--- src/rtl/cdb_arbiter.sv ---
// Common data bus arbiter: per-FU result queues with a round-robin grant of one head per cycle.

package cdb_arbiter_pkg;
    typedef struct packed {
        logic [5:0]  rob_idx;
        logic [5:0]  pd_s;
        logic [4:0]  rd_s;
        logic [31:0] rd_v;
        logic        valid;
    } cdb_t;
endpackage

module cdb_arbiter
    import cdb_arbiter_pkg::*;
#(
    parameter int unsigned NUM_FU = 3,
    parameter int unsigned QDEPTH = 2
) (
    input  logic                       clk,
    input  logic                       rst,
    input  logic                       flush,
    input  cdb_t                       cdb_in [NUM_FU],
    output logic [NUM_FU-1:0]          stall,
    output cdb_t                       cdb_out,
    output logic [$clog2(NUM_FU)-1:0]  grant_idx,
    output logic                       overflow_err
);

    localparam int unsigned GW = $clog2(NUM_FU);
    localparam int unsigned PW = $clog2(QDEPTH);
    localparam int unsigned CW = PW + 1;

    cdb_t          mem_q   [NUM_FU][QDEPTH];
    cdb_t          mem_d   [NUM_FU][QDEPTH];
    logic [PW-1:0] head_q  [NUM_FU];
    logic [PW-1:0] head_d  [NUM_FU];
    logic [PW-1:0] tail_q  [NUM_FU];
    logic [PW-1:0] tail_d  [NUM_FU];
    logic [CW-1:0] count_q [NUM_FU];
    logic [CW-1:0] count_d [NUM_FU];
    logic [GW-1:0] rr_q, rr_d;
    logic          ovf_q, ovf_d;

    logic          win_v;
    logic [GW-1:0] win_idx;

    // Round-robin search over non-empty queues starting at rr_q.
    always_comb begin
        int unsigned s;
        logic [GW-1:0] idx;
        win_v   = 1'b0;
        win_idx = '0;
        s       = 0;
        idx     = '0;
        for (int k = 0; k < NUM_FU; k++) begin
            s = 32'(rr_q) + 32'(k);
            if (s >= NUM_FU) s = s - NUM_FU;
            idx = GW'(s);
            if (!win_v && count_q[idx] != '0) begin
                win_v   = 1'b1;
                win_idx = idx;
            end
        end
    end

    // Bus outputs are driven straight from the winning queue head.
    always_comb begin
        cdb_out       = '0;
        grant_idx     = win_idx;
        overflow_err  = ovf_q;
        if (win_v) begin
            cdb_out       = mem_q[win_idx][head_q[win_idx]];
            cdb_out.valid = 1'b1;
        end
        for (int i = 0; i < NUM_FU; i++) begin
            stall[i] = (count_q[i] == CW'(QDEPTH));
        end
    end

    // Queue, pointer, round-robin and sticky-error next state.
    always_comb begin
        logic full;
        logic enq;
        logic deq;
        mem_d   = mem_q;
        head_d  = head_q;
        tail_d  = tail_q;
        count_d = count_q;
        rr_d    = rr_q;
        ovf_d   = ovf_q;
        full    = 1'b0;
        enq     = 1'b0;
        deq     = 1'b0;
        for (int i = 0; i < NUM_FU; i++) begin
            full = (count_q[i] == CW'(QDEPTH));
            enq  = cdb_in[i].valid && !full && !flush;
            deq  = win_v && (win_idx == GW'(i));
            if (enq) begin
                mem_d[i][tail_q[i]] = cdb_in[i];
                tail_d[i]           = PW'(tail_q[i] + 1'b1);
            end
            if (deq) begin
                head_d[i] = PW'(head_q[i] + 1'b1);
            end
            count_d[i] = CW'(count_q[i] + CW'(enq) - CW'(deq));
            if (cdb_in[i].valid && full && !flush) begin
                ovf_d = 1'b1;
            end
        end
        if (win_v) begin
            rr_d = (win_idx == GW'(NUM_FU - 1)) ? '0 : GW'(win_idx + 1'b1);
        end
        if (flush) begin
            for (int i = 0; i < NUM_FU; i++) begin
                head_d[i]  = '0;
                tail_d[i]  = '0;
                count_d[i] = '0;
            end
            rr_d = '0;
        end
    end

    // State registers with synchronous reset.
    always_ff @(posedge clk) begin
        if (rst) begin
            for (int i = 0; i < NUM_FU; i++) begin
                for (int j = 0; j < QDEPTH; j++) begin
                    mem_q[i][j] <= '0;
                end
                head_q[i]  <= '0;
                tail_q[i]  <= '0;
                count_q[i] <= '0;
            end
            rr_q  <= '0;
            ovf_q <= 1'b0;
        end else begin
            mem_q   <= mem_d;
            head_q  <= head_d;
            tail_q  <= tail_d;
            count_q <= count_d;
            rr_q    <= rr_d;
            ovf_q   <= ovf_d;
        end
    end

endmodule

--- config.mk ---
export PLATFORM = sky130hd
export DESIGN_NAME = cdb_arbiter
export DESIGN_NICKNAME = d
export VERILOG_FILES = /design/src/rtl/cdb_arbiter.sv
export SDC_FILE = /design/constraint.sdc
export NUM_CORES = 1
export LEC_CHECK = 0
export ABC_AREA = 1
export BUFFER_PORTS_ARGS = -buffer_cell sky130_fd_sc_hd__buf_2
export CORE_AREA = 2 2 162 164
export CTS_CLUSTER_SIZE = 40
export DETAILED_ROUTE_END_ITERATION = 8
export DIE_AREA = 0 0 164 166
export GPL_TIMING_DRIVEN = 0
export HOLD_SLACK_MARGIN = 0.15
export PLACE_DENSITY = 0.88
export SLEW_MARGIN = 30
export SYNTH_ARGS = -nofsm -noshare
export SYNTH_HDL_FRONTEND = slang
export SYNTH_SLANG_ARGS = --single-unit
export TNS_END_PERCENT = 50
--- constraint.sdc ---
create_clock -name clk -period 3.5 [get_ports clk]
set_input_delay 0.175 -clock clk [delete_from_list [all_inputs] [get_ports clk]]
set_output_delay 0.175 -clock clk [all_outputs]
set_load 0.02 [all_outputs]
Yosys cells after proc, flatten, opt, wreduce, memory -nomap -nowiden
Index checks and enable logic that the tools add are counted.

Register bits after elaboration: 315. Bits of input ports: 153. Output and inout bits: 56. Word-level logic and storage cells: 159.

Add/sub/neg operators: 18. Order comparisons: 14. Equality and inequality tests: 5. Mux-type cells: 41. Bitwise logic cells: 8. Reduce and logical (&&, ||, !) cells: 32.

Operators with widths (number): 50-bit 2-to-1 mux (7); 100-bit bitwise mux (3); 100-bit binary-select mux with 2-bit select (1); 100-bit 2-to-1 mux (2); 50-bit demux with 1-bit select (3); 2-bit 2-to-1 mux (13); 1-bit logical AND (20); 2-bit binary-select mux with 2-bit select (3); 3-bit greater-or-equal comparator (second input constant) (4); 2-bit inverter with 3-bit output (4); 2-bit greater-or-equal comparator (second input constant) (5); 2-bit equality test (second input constant) (4); 1-bit 2-to-1 mux (8); 1-bit inverter with 2-bit output (4); 1-bit adder (second input constant) (6); 2-bit by 1-bit adder with 2-bit output (3); 3-bit by 2-bit greater-or-equal comparator with 1-bit output (second input constant) (2); 1-bit zero test (6); 2-bit by 1-bit less-than comparator with 1-bit output (second input constant) (3); 2-bit nonzero test (3); 2-bit by 1-bit subtractor with 2-bit output (3); 2-bit subtractor (second input constant) (3); 2-bit by 1-bit adder with 3-bit output (second input constant) (1); 2-bit by 2-bit adder with 3-bit output (second input constant) (1); 6 further kinds (6).

Logic depth before layout (Yosys ltp)
Depth after elaboration: 23. Mapped depth: 19. Gate-level depth less buffers: 19.

Worst setup path before layout
Ideal clock, no wire load.

Kind: reg-to-reg. Start point: register rr_q[0]. End point: register count_q[5] in the netlist's numbering. Arrival: 2.607 ns. Data required time: 3.430 ns. Slack: 0.822 ns. Stages on the path, launching flop included: 19. Path buffers: 1. Clock period less this slack: 2.678 ns. Path through: dfxtp_1 -> inv_1 -> ha_1 -> nor2_1 -> nand2_1 -> nand2_1 -> inv_1 -> nand2_1 -> nand3_1 -> nor2_1 -> nor2_4 -> buf_2 -> nand3_1 -> inv_1 -> ha_1 -> inv_1 -> ha_1 -> or2_2 -> a21oi_1.

Cells in the longest elaborated chain, start to end: 17. Elaborated cells on any way between the ends: 39. Classes of those cells: add/sub (6); order compare (3); mux (18); bitwise (3); reduce/logical (9).

Ends and longest elaborated chain: start, declared (line 41) `logic [GW-1:0] rr_q, rr_d;`; start signal, assigned (line 141) `rr_q <= rr_d;`; branches (longest 15 deep; another with 2-bit by 1-bit adder with 3-bit output); 1-bit logical AND * (line 97) `deq = win_v && (win_idx == GW'(i));`; 2-bit by 1-bit subtractor with 2-bit output * (line 105) `count_d[i] = CW'(count_q[i] + CW'(enq) - CW'(deq));`; end signal, assigned (line 140) `count_q <= count_d;`; end, declared (line 39) `logic [CW-1:0] count_q [NUM_FU];`.

Mark *: on every way between the ends. The select of a mux whose other input is x is not followed. A chain may end at the register's enable or synchronous reset.

Final worst setup path
Same ends and word-level chain as after synthesis.

==> reports/qor.yml <==
run_status:
  status: "finished clean"
floorplan:
  fp.dieH_um: 166
  core_sq_um: 25620
  row_count: 59
  die_area_sq_um: 27220
  fp.dieW_um: 164
  num_io_pins: 209
  start_util_pct: 56.64
sta:
  fin_crit_sh_pct: 96.21
  tns_ns: 0
  max_slew_margin_pct: 41.95
  post-route-min-period_ns: 3.367
  slew_violations: 0
  max_freq_mhz: 297.0
  tightest_slew_ns: 0.8707
  setup_viol: 0
  hold_viol: 0
  skew_ns: 0.01165
  whs_ns: 0.1994
final_layout:
  syn_to_final_growth_pct: 29.21
  fin_nets: 2797
  final_common_cell: "nand2_1"
  nFillCells: 2051
  layout.cells.non_filler: 2995
  mostFrequentLayoutCells: "473 x nand2_1, 349 x nor2_1, 307 x dfxtp_1"
  drive_gt1_share_pct: 13.50
  multi_input_area_sq_um: 6815
  seq_area_sq_um: 6188
  design_area_sq_um: 18750
flow_run:
  drv_cap: 0
critical_path:
  worst-path-buf-inv: 5
  critPathSlowestCell: "nand3_1"
  start_kind: "flip-flop"
  regToRegStartpoint: "rr_q[0]"
  crit_path_start: "rr_q[0]"
  arrival_ns: 3.81
  required_ns: 3.94
  path_delay_family: "simple AND/OR/NAND/NOR gates"
  path_cells: "inv_1 > ha_4 > nor2_1 > nand2_1 > nand2_1 > inv_1 > nand2_1 > nand2_1 > nor2_1 > clkinv_1 > nand3_1 > inv_1 > ha_1 > inv_1 > ha_1 > or2_2 > a21oi_1"
  critical_path_class: "flip-flop to flip-flop"
  critPathMaxFanout: 7
  max_stage_delay_ns: 0.46
  critPathCaptureType: "flip-flop"
clock_network:
  cts.sinks: 309
  cts_tree: "built"
  insertion_delay_ns: 0.52
  clkTransAtPathRegs_ns: 0.06
  numCtsBuffers: 35
  htree_levels: 2
  root_buffer: "clkbuf_16"
  clk_path_buf_depth: 3
logic_synthesis:
  synth_mux_area_share_pct: 0
  synthCells: 2236
  synth_seq_cells: 309
  synth.avg_cell_area_sq_um: 6.488
  ys.flop_type: "dfxtp_1"
  seq_area_frac_synth_pct: 42.64
  synth-xor-area-share_pct: 0.1811
  synth.distinct_cells: 24
  synth_nets: 2399
  synth_top_family_by_area: "simple AND/OR/NAND/NOR gates"
  yosys.area_share.adder_pct: 0.8624
  yosys.area_share.simple_pct: 26.14
  syn-cell-area_sq_um: 14510
  synth_edf_count: 0
  synth_compound_area_share_pct: 19.20
  ys_async_sr_fraction_pct: 0
  yosysWarnings: 0
placed_design:
  place_hpwl_um: 40140
  dpl.cell_count: 2779
  finalWeightedCongestion: 1.012
  portBuffers: 208
  dpl_cell_area_sq_um: 15970
drt:
  drcViolationCount: 0
  ant_nets: 0
  drt-vias-per-instance: 5.531
  finalWirelength_um: 56500
  vias: 16570
  wl_per_cell_um: 18.86
  first_pass_iters: 6
  drt_iter0_drc: 2216
global_route:
  grt_pass1_vias: 14940
  grt_max_degree: 14
  antenna_found_initial: 2
  grt_overflow_total: 0
  grt.total_usage_pct: 39.97
  grt_pass1_wl_um: 82910
power_and_ir_drop:
  total_power_mw: 21.02
  ir_drop_v: 0.001219
  p_leak_nw: 8.855
  power-per-cell-area_nw_per_um2: 1121
hold_path:
  worstHoldStart: "cdb_in[0]"
  min_path_type: "input port to flip-flop"
==> through the flow <==
step / worst slack [ns] / util [%]
detailed placement: -0.2348 / 62.34
global placement: -0.1745 / 62.34
finish: 0.1326 / 73.18
CTS: 0.008968 / 72.73
global route: -0.03784 / 73.18
floorplan: 0.8221 / -
==> cell type report <==
cell class,count,share of cell area (%)
Buffer,162,3.991
Tap cell,335,2.236
Multi-Input combinational cell,1533,36.36
Sequential cell,309,33.01
Timing Repair Buffer,361,13.83
Antenna cell,1,0.01335
Inverter,232,4.659
Clock buffer,52,5.453
Clock inverter,10,0.4472
==> where the power goes <==
part / switching (mW) / leakage [nW] / internal, mW
combinational: 9.48 / 5.79 / 4.02
sequential: 0.127 / 2.52 / 3.81
clock: 1.48 / 0.540 / 2.10
total: 11.1 / 8.85 / 9.93
==> kinds of logic after synthesis <==
group           after synthesis
fa+ha+maj                    10
compound gates              555
xor+xnor                      3
simple gates                965
buf+inv                     394
flops                       309
==> registers in the layout, indices dropped and copies added (netlist names) <==
name	cells
mem_q	294
count_q	6
head_q	3
overflow_err	1
rr_q	2
tail_q	3
==> Yosys cell counts, types with 5 or more instances <==
| cell type | number | area [sq um] |
|---|---|---|
| nor2_1 | 367 | 1378 |
| ha_1 | 10 | 125.1 |
| clkbuf_1 | 99 | 371.6 |
| buf_4 | 5 | 37.54 |
| buf_6 | 5 | 56.30 |
| dfxtp_1 | 309 | 6186 |
| o21ai_0 | 297 | 1486 |
| buf_2 | 46 | 230.2 |
| nand2_1 | 478 | 1794 |
| nand3_1 | 111 | 555.5 |
| inv_1 | 227 | 852.1 |
| a21oi_1 | 255 | 1276 |
| buf_1 | 7 | 26.28 |
==> worst reg2reg max path: stages, from the launching register on <==
cell and delay (ns):
dfxtp_2 0.36, inv_1 0.09, ha_4 0.27, nor2_1 0.11
nand2_1 0.06, nand2_1 0.09, inv_1 0.05, nand2_1 0.11
nand2_1 0.06, nor2_1 0.14, clkinv_1 0.45, nand3_1 0.46
inv_1 0.12, ha_1 0.29, inv_1 0.04, ha_1 0.18
or2_2 0.29, a21oi_1 0.11
==> final timing paths <==
| check | endpoint | slack, ns | cells past startpoint |
|---|---|---|---|
| max | count_q[5] | 0.13 | 17 |
| min | tail_q[0] | 0.20 | 6 |
| max reg2reg | count_q[5] | 0.13 | 17 |
| min reg2reg | mem_q[87] | 0.45 | 2 |
==> per-layer routing <==
| metal | GRT usage (%) | share of wire [%] | up-vias |
|---|---|---|---|
| met1 | 54.29 | 39 | 7333 |
| met4 | 15.22 | 4.6 | 2 |
| met2 | 62.75 | 44 | 1184 |
| li1 | - | - | 7857 |
| met3 | 7.967 | 13 | 190 |
| met5 | 0 | 0.018 | - |
==> timing repair <==
item,4_1_cts,5_1_grt
setup endpoints to repair,51,50
endpoints found under the hold margin,300,0
resized for setup,8,47
hold buffers,152,0
pin swaps,0,3
buffers inserted,0,1
No activity file was read; power rests on OpenSTA's default activity.
